--- config.mk ---
export PLATFORM = sky130hd
export DESIGN_NAME = mem_arbiter
export DESIGN_NICKNAME = d
export VERILOG_FILES = /design/src/rtl/core_pkg.sv /design/src/rtl/mem_arb_pkg.sv /design/src/rtl/arb_pick.sv /design/src/rtl/mem_arbiter.sv
export SDC_FILE = /design/constraint.sdc
export NUM_CORES = 1
export LEC_CHECK = 0
export BUFFER_PORTS_ARGS = -buffer_cell sky130_fd_sc_hd__buf_4
export CORE_MARGIN = 8
export CORE_UTILIZATION = 40
export CTS_CLUSTER_SIZE = 8
export DETAILED_ROUTE_END_ITERATION = 16
export HOLD_SLACK_MARGIN = 0.03
export MAX_ROUTING_LAYER = met4
export PLACE_DENSITY = 0.8
export SYNTH_ARGS = -nofsm -noshare
export SYNTH_HDL_FRONTEND = slang
export SYNTH_HIERARCHICAL = 1
export SYNTH_SLANG_ARGS = --single-unit
--- constraint.sdc ---
create_clock -name clk -period 4.15 [get_ports clk]
set_clock_uncertainty 0.05 [all_clocks]
set_input_delay 0.2075 -clock clk [delete_from_list [all_inputs] [get_ports clk]]
set_output_delay 0.2075 -clock clk [all_outputs]
set_load 0.02 [all_outputs]
--- src/rtl/core_pkg.sv ---
// Core-wide scalar types shared by the pipeline stages
// and the memory-side blocks.
package core_pkg;

  localparam int XLEN = 32;

  typedef logic [XLEN-1:0] addr_t;
  typedef logic [XLEN-1:0] data_t;

endpackage

--- src/rtl/mem_arb_pkg.sv ---
// Types for the fetch/LSU memory bus arbiter:
// FSM states, owner encoding and byte-enable type.
package mem_arb_pkg;

  import core_pkg::*;

  typedef enum logic [1:0] {
    IDLE  = 2'd0,
    ISSUE = 2'd1,
    WAIT  = 2'd2
  } arb_state_t;

  localparam logic OWNER_IF = 1'b0;
  localparam logic OWNER_LS = 1'b1;

  typedef logic [XLEN/8-1:0] be_t;

endpackage

--- src/rtl/arb_pick.sv ---
// Two-way requester selector; on contention LS wins
// unless fairness is on and LS had the last grant.
module arb_pick #(
  parameter bit FAIR = 1'b1
) (
  input  logic if_req,
  input  logic ls_req,
  input  logic last_ls,
  output logic pick_if,
  output logic pick_ls
);

  logic if_first;

  assign if_first = FAIR & last_ls;

  // one-hot winner from the request pair
  always_comb begin
    pick_if = 1'b0;
    pick_ls = 1'b0;
    unique case (1'b1)
      (if_req & ~ls_req): pick_if = 1'b1;
      (ls_req & ~if_req): pick_ls = 1'b1;
      (if_req &  ls_req): begin
        pick_if = if_first;
        pick_ls = ~if_first;
      end
      default: ;
    endcase
  end

endmodule

--- src/rtl/mem_arbiter.sv ---
// Shares the single memory bus between fetch and LSU,
// one transaction in flight, response routed to owner.
module mem_arbiter
  import core_pkg::*;
  import mem_arb_pkg::*;
#(
  parameter bit FAIR = 1'b1
) (
  input  logic  clk,
  input  logic  rst_n,
  input  logic  if_req,
  input  addr_t if_addr,
  input  logic  if_flush,
  output logic  if_gnt,
  output logic  if_rvalid,
  output data_t if_rdata,
  input  logic  ls_req,
  input  logic  ls_we,
  input  addr_t ls_addr,
  input  data_t ls_wdata,
  input  be_t   ls_be,
  output logic  ls_gnt,
  output logic  ls_rvalid,
  output data_t ls_rdata,
  output logic  mem_req,
  output logic  mem_we,
  output addr_t mem_addr,
  output data_t mem_wdata,
  output be_t   mem_be,
  input  logic  mem_gnt,
  input  logic  mem_rvalid,
  input  data_t mem_rdata
);

  arb_state_t state;
  logic       owner;
  logic       last_ls;
  logic       drop;
  logic       pick_if;
  logic       pick_ls;
  logic       idle;
  logic       resp;
  logic       flush_hit;

  arb_pick #(
    .FAIR    (FAIR)
  ) u_pick (
    .if_req  (if_req),
    .ls_req  (ls_req),
    .last_ls (last_ls),
    .pick_if (pick_if),
    .pick_ls (pick_ls)
  );

  assign idle      = (state == IDLE);
  assign resp      = (state == WAIT) & mem_rvalid;
  assign flush_hit = if_flush & (owner == OWNER_IF);

  // grants are combinational; held low while in reset
  assign if_gnt = rst_n & idle & pick_if;
  assign ls_gnt = rst_n & idle & pick_ls;

  // a flush landing with the response still kills it
  assign if_rvalid = resp & (owner == OWNER_IF)
                   & ~drop & ~if_flush;
  assign ls_rvalid = resp & (owner == OWNER_LS);

  assign if_rdata = mem_rdata;
  assign ls_rdata = mem_rdata;

  // transaction FSM with registered bus fields
  always_ff @(posedge clk or negedge rst_n) begin
    if (!rst_n) begin
      state     <= IDLE;
      owner     <= OWNER_IF;
      last_ls   <= 1'b0;
      drop      <= 1'b0;
      mem_req   <= 1'b0;
      mem_we    <= 1'b0;
      mem_addr  <= '0;
      mem_wdata <= '0;
      mem_be    <= '0;
    end else begin
      unique case (state)
        IDLE: begin
          if (pick_if | pick_ls) begin
            state     <= ISSUE;
            mem_req   <= 1'b1;
            owner     <= pick_ls ? OWNER_LS : OWNER_IF;
            last_ls   <= pick_ls;
            mem_we    <= pick_ls & ls_we;
            mem_addr  <= pick_ls ? ls_addr : if_addr;
            mem_wdata <= pick_ls ? ls_wdata : '0;
            mem_be    <= pick_ls ? ls_be : '1;
          end
        end
        ISSUE: begin
          if (flush_hit) drop <= 1'b1;
          if (mem_gnt) begin
            state   <= WAIT;
            mem_req <= 1'b0;
          end
        end
        WAIT: begin
          if (mem_rvalid) begin
            state <= IDLE;
            drop  <= 1'b0;
          end else if (flush_hit) begin
            drop <= 1'b1;
          end
        end
        default: state <= IDLE;
      endcase
    end
  end

endmodule

**Word-level counts from Yosys, hierarchy flattened**

Cells that the tools add are included.

- Eq/ne operators: 5
- Muxes and demuxes: 16
- Bitwise operators: 20
- Reduce and logical (&&, ||, !) cells: 6

Operators by type and width:

| kind | number |
|---|---|
| $mux W32 | 2 |
| $and A1 B1 Y1 | 13 |
| $pmux W1 S2 | 4 |
| $mux W2 | 3 |
| $not A1 Y1 | 6 |
| $pmux W2 S3 | 1 |
| $reduce_and A3 Y1 | 2 |
| $mux W1 | 5 |
| $mux W4 | 1 |
| $ne A2 B2 Y1 const B | 2 |
| $reduce_bool A2 Y1 | 2 |
| $eq A2 B1 Y1 const B | 1 |
| $eq A2 B2 Y1 const B | 1 |
| $logic_not A2 Y1 | 1 |
| $ne A2 B1 Y1 const B | 1 |
| $reduce_and A2 Y1 | 1 |
| $or A1 B1 Y1 | 1 |

- Bits in registers: 75
- Bits of input ports: 140
- Logic and storage cells: 56

**Logic depth before layout (Yosys ltp)**

Gate-level depths: netlist (run 1).

- Word-level depth: 6
- Depth in mapped cells: 8

**Hierarchy**

Netlist (run 1), hierarchy kept.

By module, submodules not included:

| module | instances | cells each | area each (um^2) | seq. area each (um^2) |
|---|---|---|---|---|
| mem_arbiter | 1 | 397 | 3713.6 | 1851.8 |
| arb_pick | 1 | 3 | 18.8 | 0.0 |

**Worst setup path before layout (run 1)**

Ideal clock, no wire load.

- Kind: register to register
- From: reg owner (netlist name)
- To: reg state[1]
- Data arrival time: 1.473 ns
- Data required time: 3.975 ns
- Slack: 2.502 ns
- Stages on the path, launching flop included: 6
- Buffers on the path: 1
- Period minus slack after synthesis: 1.648 ns
- Cells stage by stage: dfrtp_1 a21boi_0 buf_4 nor2_2 a211oi_2 mux2_2

RTL lines:

| item | RTL line | RTL |
|---|---|---|
| end signal: assignment | mem_arbiter.sv:74 | `state <= IDLE;` |
| end signal: assignment | mem_arbiter.sv:87 | `state <= ISSUE;` |
| end signal: assignment | mem_arbiter.sv:100 | `state <= WAIT;` |
| end: declaration | mem_arbiter.sv:35 | `arb_state_t state;` |

==> results of run 1 <==
-- worst min path at each step --
stage / from / end / slack [ns]
CTS: ls_wdata[23] / mem_wdata[23]$_DFFE_PN0P_ / 0.03
global route: ls_wdata[14] / mem_wdata[14]$_DFFE_PN0P_ / 0.03
detailed placement: rst_n / mem_addr[17]$_DFFE_PN0P_ / 0.37
finish: ls_wdata[23] / mem_wdata[23]$_DFFE_PN0P_ / 0.05
global placement: rst_n / mem_addr[22]$_DFFE_PN0P_ / 0.36
floorplan: rst_n / drop$_DFFE_PN0P_ / -0.14
-- cell families (layout without fill, tap and decap cells) --
family | count (synthesis) | in the layout | share of synthesized area, %
adders and majority gates | 4 | 4 | 1.34
buffers and inverters | 96 | 215 | 16.7
DFF | 74 | 74 | 49.6
AOI/OAI and AO/OA | 47 | 47 | 7.24
and+or+nand+nor | 146 | 146 | 16.2
muxes | 33 | 33 | 8.88
-- metrics by stage --
| step | power (mW) | worst slack, ns |
|---|---|---|
| 6_report | 3.66 | 1.35 |
| 5_1_grt | 3.91 | 1.18 |
| 4_1_cts | 3.70 | 1.32 |
| 3_3_place_gp | 2.94 | 1.75 |
| 2_1_floorplan | 2.31 | 2.50 |
| 3_5_place_dp | 3.01 | 1.70 |
-- worst min-delay path, cell delays in order --
cell	delay, ns
buf_4	0.07
nand3_1	0.06
nand2_1	0.06
-- flip-flops by register name, indices dropped and copies added, names as in the netlist --
register / count
drop: 1
mem_addr: 32
mem_be: 4
mem_req: 1
mem_wdata: 32
mem_we: 1
owner: 1
state: 2
-- synthesized netlist by cell type --
| library cell | number |
|---|---|
| buf_2 | 6 |
| mux2_2 | 1 |
| o32a_1 | 1 |
| nor2b_1 | 2 |
| nor4_1 | 1 |
| a21boi_0 | 2 |
| o21ai_2 | 1 |
| o21ai_0 | 33 |
| clkbuf_1 | 12 |
| o22ai_1 | 1 |
| nand2_1 | 100 |
| o21a_1 | 1 |
| a21boi_1 | 1 |
| mux2i_1 | 32 |
| and3_1 | 2 |
| buf_4 | 68 |
| nor2_1 | 6 |
| inv_1 | 9 |
| buf_1 | 1 |
| nor3_1 | 1 |
| dfrtp_1 | 74 |
| a211oi_2 | 1 |
| ha_1 | 4 |
| nor2_2 | 1 |
| a31oi_1 | 6 |
| nand3_1 | 33 |
-- power breakdown --
group	leakage [nW]	internal (mW)	total [mW]	switching, mW
Sequential	0.918	1.04	1.23	0.183
Clock	0.118	0.412	0.677	0.266
Combinational	1.64	0.706	1.76	1.05
-- metal layers --
layer  wire length (um)  up-vias  share of wire, %
met5                  0        -                 0
met4                354        0               3.4
met3                963       41               9.3
met2               4820      155                46
met1               4240     1429                41
li1                   -     1474                 -
-- cell type report --
type                            count  area (um2)
Clock buffer                       10         138
Clock inverter                      5         103
Fill cell                         838        4150
Inverter                            9        33.8
Multi-Input combinational cell    230        1280
Sequential cell                    74        1850
Tap cell                          111         139
Timing Repair Buffer              191        1460
==> reports/metrics.csv, run 1 <==
metric;value;unit
M3 GR Usage;6.23;%
highest achievable clock rate;357;MHz
FF-to-FF Start;owner$_DFFE_PN0P_;
top-area cell type share of the netlist area;49.6;%
Non-Filler Instances;630;
dpl hpwl;7650;um
share of cells above drive strength 1;39.3;%
Tcrit/Tclk final;67.6;%
max_cap viols;0;
most frequent cells in the layout;buf_4, nand2_1, dfrtp_1;
Post-Place Cells;608;
Final Hold Vio Count;0;
Power Dens Cells;731;nW/um2
largest net degree at the start of global routing;77;
CTS root buf;clkbuf_8;
post-synthesis sequential area ratio;49.6;%
cts hold-fix bufs;6;
Setup Buffers After CTS;0;
synth warn;6;
Post-Route Utilization;54.7;%
setup TNS;0;ns
Reg-to-Reg End;mem_addr[12]$_DFFE_PN0P_;
GRT overflow;0;
CP Capture Type;output pin;
DRT antenna net count;0;
first-pass GRT wire length;16400;um
Worst EP required;3.89;ns
tightest hold margin;0.0486;ns
CP delay by family, top;buffers and inverters;
Pre-antenna DRT Iters;6;
CP Launch Type;flip-flop;
Leakage Power;2.67;nW
Distinct cells, synth;26;
met1 Track Usage GR;17.9;%
critical path capture point;ls_gnt;
I/O Pins;278;
WL final;10400;um
routed len/inst;16.5;um
CTS Buf Count;9;
clock buffer depth;2;
Worst R2R Path Depth;4;
crit-path max FO;48;
syn avg cell area;9.33;um2
Critical Path Slowest Stage Cell;buf_4;
initial core utilization;40.8;%
width of the die;113;um
# port buffers;181;
Min-Delay Path Class;in2reg;
CP Buf/Inv Count;2;
cell area after synthesis;3730;um2
Clk Latency, worst-skew pair;0.34;ns
DRC viols;0;
leading area contributor after synthesis;dfrtp_1;
gr usage total;16.5;%
Slew Limit Fails;0;
met2 Resource Use GR;25.9;%
VDD IR-drop max;305;uV
Worst Setup SP;owner$_DFFE_PN0P_;
Crit. path cell count;4;
crit-path max cell delay;0.70;ns
most common cell after layout, fill and taps aside;buf_4;
TritonCTS clock tree;yes;
die area;12700;um2
ANT cells;0;
PostCTS Resize Cnt;0;
clk sinks;74;
GRT busiest layer;met2;
Crit Path Class;reg2out;
Finish-stage setup viols;0;
post-route cell area;5000;um2
status;finished clean;
RePlAce Congestion;0.817;
CP most frequent cell;buf_4;
H-tree depth;3;
clock-pin slew on the worst setup and hold paths;0.08;ns
vias in the first global route;3280;
DP Area;4690;um2
Area growth, synth to finish;34.1;%
WP data arrival;2.55;ns
Vias/cell;4.92;
Initial DRC Count;214;
Syn Inst Count;400;
Worst slew margin;27.7;%
flop2flop setup slack;1.76;ns
Die Ht;113;um
Worst Tran Pin Value;1.08;ns
Core Box Area;9150;um2
clock period minus worst slack;2.80;ns
antenna violations before repair;0;
#FFs+latches synth;74;
CP cell instances;a21boi_4 -> buf_4 -> and3_1 -> buf_4;
RSZ-0062 raised after global routing;false;
Rows;35;
main area contributors after synthesis;dfrtp_1, buf_4, nand2_1, mux2i_1, nand3_1;
WHS Path Cells;3;
vias post-DR;3099;
count of nets after finishing;659;
syn nets;544;
No activity file was read; power rests on OpenSTA's default activity.
==> run 2: changes to the inputs <==
ABC_AREA = 1   (was default)
CORE_UTILIZATION = 37   (was 40)
PLACE_DENSITY = 0.77   (was 0.8)
clock period = 2.38 ns   (was 4.15 ns; I/O delays follow)
==> run 2 against run 1 <==
  * Core utilization increased by 5.4 points
  * Critical path depth increased by 4
  * Via count increased by 27%
  * Sequential cell count unchanged
  * Combinational power increased by 89%
  * Critical path type is now reg2reg
  * Clock power increased by 91%
  * Sequential share of layout area decreased by 6.9 points
  * Die area increased by 10%
  * Global-route usage increased by 2.7 points
  * Synthesized cell count increased by 27%
  * Final cell count increased by 38%
  * Total power increased by 85%
==> reports/metrics.csv, run 2 <==
metric;value;unit;change
vias in the first global route;4248;;was 3280
syn avg cell area;7.58;um2;was 9.33 um2
largest net degree at the start of global routing;39;;was 77
Worst slew margin;55.1;%;was 27.7%
Die Ht;118;um;was 113 um
Distinct cells, synth;19;;was 26
Net Sw Power;2.76;mW;was 1.50 mW
Tcrit/Tclk final;92.3;%;
Final Hold Vio Count;0;;unchanged
Area growth, synth to finish;59.4;%;was 34.1%
# port buffers;181;;unchanged
Syn Inst Count;509;;was 400
VDD IR-drop max;509;uV;was 305 uV
Internal Pwr Total;4.02;mW;was 2.16 mW
Pre-antenna DRT Iters;4;;was 6
most frequent cell after synthesis;nand2_1;;unchanged
GRT overflow;0;;unchanged
Leakage Power;3.44;nW;was 2.67 nW
setup TNS;0;ns;unchanged
Vias/cell;4.53;;was 4.92
flop2flop setup slack;0.18;ns;was 1.76 ns
most common cell after layout, fill and taps aside;nand2_1;;was buf_4
die area;13900;um2;was 12700 um2
crit-path max FO;17;;was 48
Slew Limit Fails;0;;unchanged
post-route cell area;6150;um2;was 5000 um2
RePlAce Congestion;0.826;;was 0.817
WL final;13500;um;was 10400 um
vias post-DR;3945;;was 3099
Min-Delay Path Class;in2reg;;unchanged
Crit. path cell count;8;;was 4
Clk pwr share;19.0;%;was 18.5%
Power Dens Cells;1100;nW/um2;was 731 nW/um2
highest achievable clock rate;455;MHz;
number of synthesized flops with an enable pin;0;;unchanged
tightest hold margin;0.0590;ns;was 0.0486 ns
crit-path max cell delay;0.55;ns;was 0.70 ns
WP data arrival;2.37;ns;was 2.55 ns
main area contributors after synthesis;dfrtp_1, nand2_1, buf_4, nor2_1, ha_1;;was dfrtp_1, buf_4, nand2_1, mux2i_1, nand3_1
top-area cell type share of the netlist area;48.0;%;was 49.6%
initial core utilization;37.7;%;was 40.8%
DRC viols;0;;unchanged
CP Launch Type;flip-flop;;unchanged
synth warn;6;;unchanged
Setup WS pre-CTS;0.571;ns;was 1.70 ns
most frequent cells in the layout;nand2_1, buf_4, dlygate4sd3_1;;was buf_4, nand2_1, dfrtp_1
WHS Path Cells;5;;was 3
CP Buf/Inv Count;3;;was 2
max_cap viols;0;;unchanged
Logic pwr share;49.1;%;was 48.0%
routed len/inst;15.5;um;was 16.5 um
Crit Path Class;reg2reg;;was reg2out
leading area contributor after synthesis;dfrtp_1;;unchanged
cell area after synthesis;3860;um2;was 3730 um2
post-synthesis sequential area ratio;48.0;%;was 49.6%
Clk Latency, worst-skew pair;0.34;ns;about the same
clock period minus worst slack;2.20;ns;
Initial DRC Count;176;;was 214
gr usage total;19.2;%;was 16.5%
status;finished clean;;unchanged
Finish-stage setup viols;0;;unchanged
Worst Tran Pin Value;0.672;ns;was 1.08 ns
H-tree depth;3;;unchanged
CTS root buf;clkbuf_8;;unchanged
TritonCTS clock tree;yes;;unchanged
syn nets;653;;was 544
Post-synth top cells;nand2_1, dfrtp_1, buf_4, nor2_1;;was nand2_1, dfrtp_1, buf_4, nand3_1, o21ai_0
CP cell instances;a21oi_4 -> clkinvlp_4 -> buf_4 -> nand2_1 -> nand2_1 -> dlygate4sd3_1 -> nand2_1 -> nand2_1;;was a21boi_4 -> buf_4 -> and3_1 -> buf_4
count of nets after finishing;870;;was 659
DP Area;4810;um2;was 4690 um2
CP most frequent cell;nand2_1;;was buf_4
worst setup margin;0.183;ns;was 1.35 ns
Largest regs;mem_addr: 32 flops, mem_wdata: 32 flops, mem_be: 4 flops;;unchanged
Net Sw Frac;40.7;%;was 40.9%
CP delay by family, top;buffers and inverters;;unchanged
first-pass GRT wire length;21200;um;was 16400 um
Rows;37;;was 35
Async S/R FF share, synth;100;%;unchanged
antenna violations before repair;3;;was 0
RSZ-0062 raised after global routing;false;;unchanged
I/O Pins;278;;unchanged
DRT antenna net count;0;;unchanged
width of the die;118;um;was 113 um
fillers;863;;was 838
dpl hpwl;8490;um;was 7650 um
dominant synthesized flop cell;dfrtp_1;;unchanged
Core Box Area;10200;um2;was 9150 um2
clock-pin slew on the worst setup and hold paths;0.07;ns;was 0.08 ns
#FFs+latches synth;74;;unchanged
CTS Buf Count;9;;unchanged
Worst EP required;2.56;ns;was 3.89 ns
clk sinks;74;;unchanged
CP Capture Type;flip-flop;;was output pin
share of cells above drive strength 1;28.7;%;was 39.3%
Critical Path Slowest Stage Cell;dlygate4sd3_1;;was buf_4
clock buffer depth;2;;unchanged
Seq pwr share;31.8;%;was 33.5%
Worst R2R Path Depth;8;;was 4
==> run 2: cell count changes after synthesis, sizes merged, moves of 10 or more <==
cell	delta
clkbuf	-10
nand3	-29
nor2	+10
mux2i	-32
o21ai	-32
nand2	+207
==> run 2: what timing repair did <==
item,in CTS,in global routing
endpoints found under the setup margin,0,31
hold buffers,102,0
resized for setup,0,3
buffers inserted,0,2
endpoints found under the hold margin,96,0
==> run 2: final cells by class <==
cell class                 instances  area [um2]  share of cell area (%)
multi-input combinational        339        1350                    22.0
tap                              136         170                    2.77
inverter                          11        45.0                   0.732
timing repair buffer             290        2450                    39.8
antenna                            3        7.51                   0.122
sequential                        74        1850                    30.1
clock buffer                      11         141                    2.30
timing repair inverter             1        7.51                   0.122
clock inverter                     5         125                    2.03
==> run 2: final timing paths <==
path,end,start
worst min-delay path,mem_addr[16]$_DFFE_PN0P_,ls_addr[16]
max in group asynchronous,mem_wdata[1]$_DFFE_PN0P_,rst_n
min in group asynchronous,mem_addr[10]$_DFFE_PN0P_,rst_n
worst max register to register,mem_addr[19]$_DFFE_PN0P_,owner$_DFFE_PN0P_
worst max-delay path,mem_addr[19]$_DFFE_PN0P_,owner$_DFFE_PN0P_
worst min register to register,mem_wdata[29]$_DFFE_PN0P_,mem_wdata[29]$_DFFE_PN0P_
==> run 2: logic make-up (layout without fill, tap and decap cells) <==
family                   count (synthesis)  count (layout)  share of synthesized area (%)
buffers and inverters                   96             318                           17.2
adder cells (fa/ha/maj)                  4               4                           1.30
AND/OR/NAND/NOR                        331             331                           32.6
AO/OA/AOI/OAI                            4               4                          0.876
other                                    0               3                              0
flip-flops                              74              74                           48.0
==> run 2: metrics by stage <==
step	power [mW]	std cells	util [%]
floorplan	4.09	509	-
global placement	5.14	746	47.0
detailed placement	5.23	746	47.0
CTS	6.78	864	59.6
global route	7.22	870	60.1
finish	6.78	870	60.1
==> run 2: power groups by stage <==
stage	clock (mW)	sequential, mW	combinational (mW)
global placement	0	2.13	3.01
finish	1.29	2.16	3.33
detailed placement	0	2.16	3.07
global route	1.37	2.23	3.62
CTS	1.33	2.15	3.30
floorplan	0	2.75	1.34
==> run 2: worst min-delay path, stage by stage <==
cell and delay [ns]:
buf_4 0.08, nand2_1 0.05, nand2_1 0.06, nand2_1 0.05, nand2_1 0.06
==> run 2: metal layers <==
metal / track usage (%) / up-vias / share of wire (%)
met1: 19.5 / 1815 / 38
met5: - / - / 0
met4: 9.69 / 0 / 3.3
met3: 4.51 / 46 / 6.5
met2: 34.1 / 189 / 52
li1: - / 1895 / -
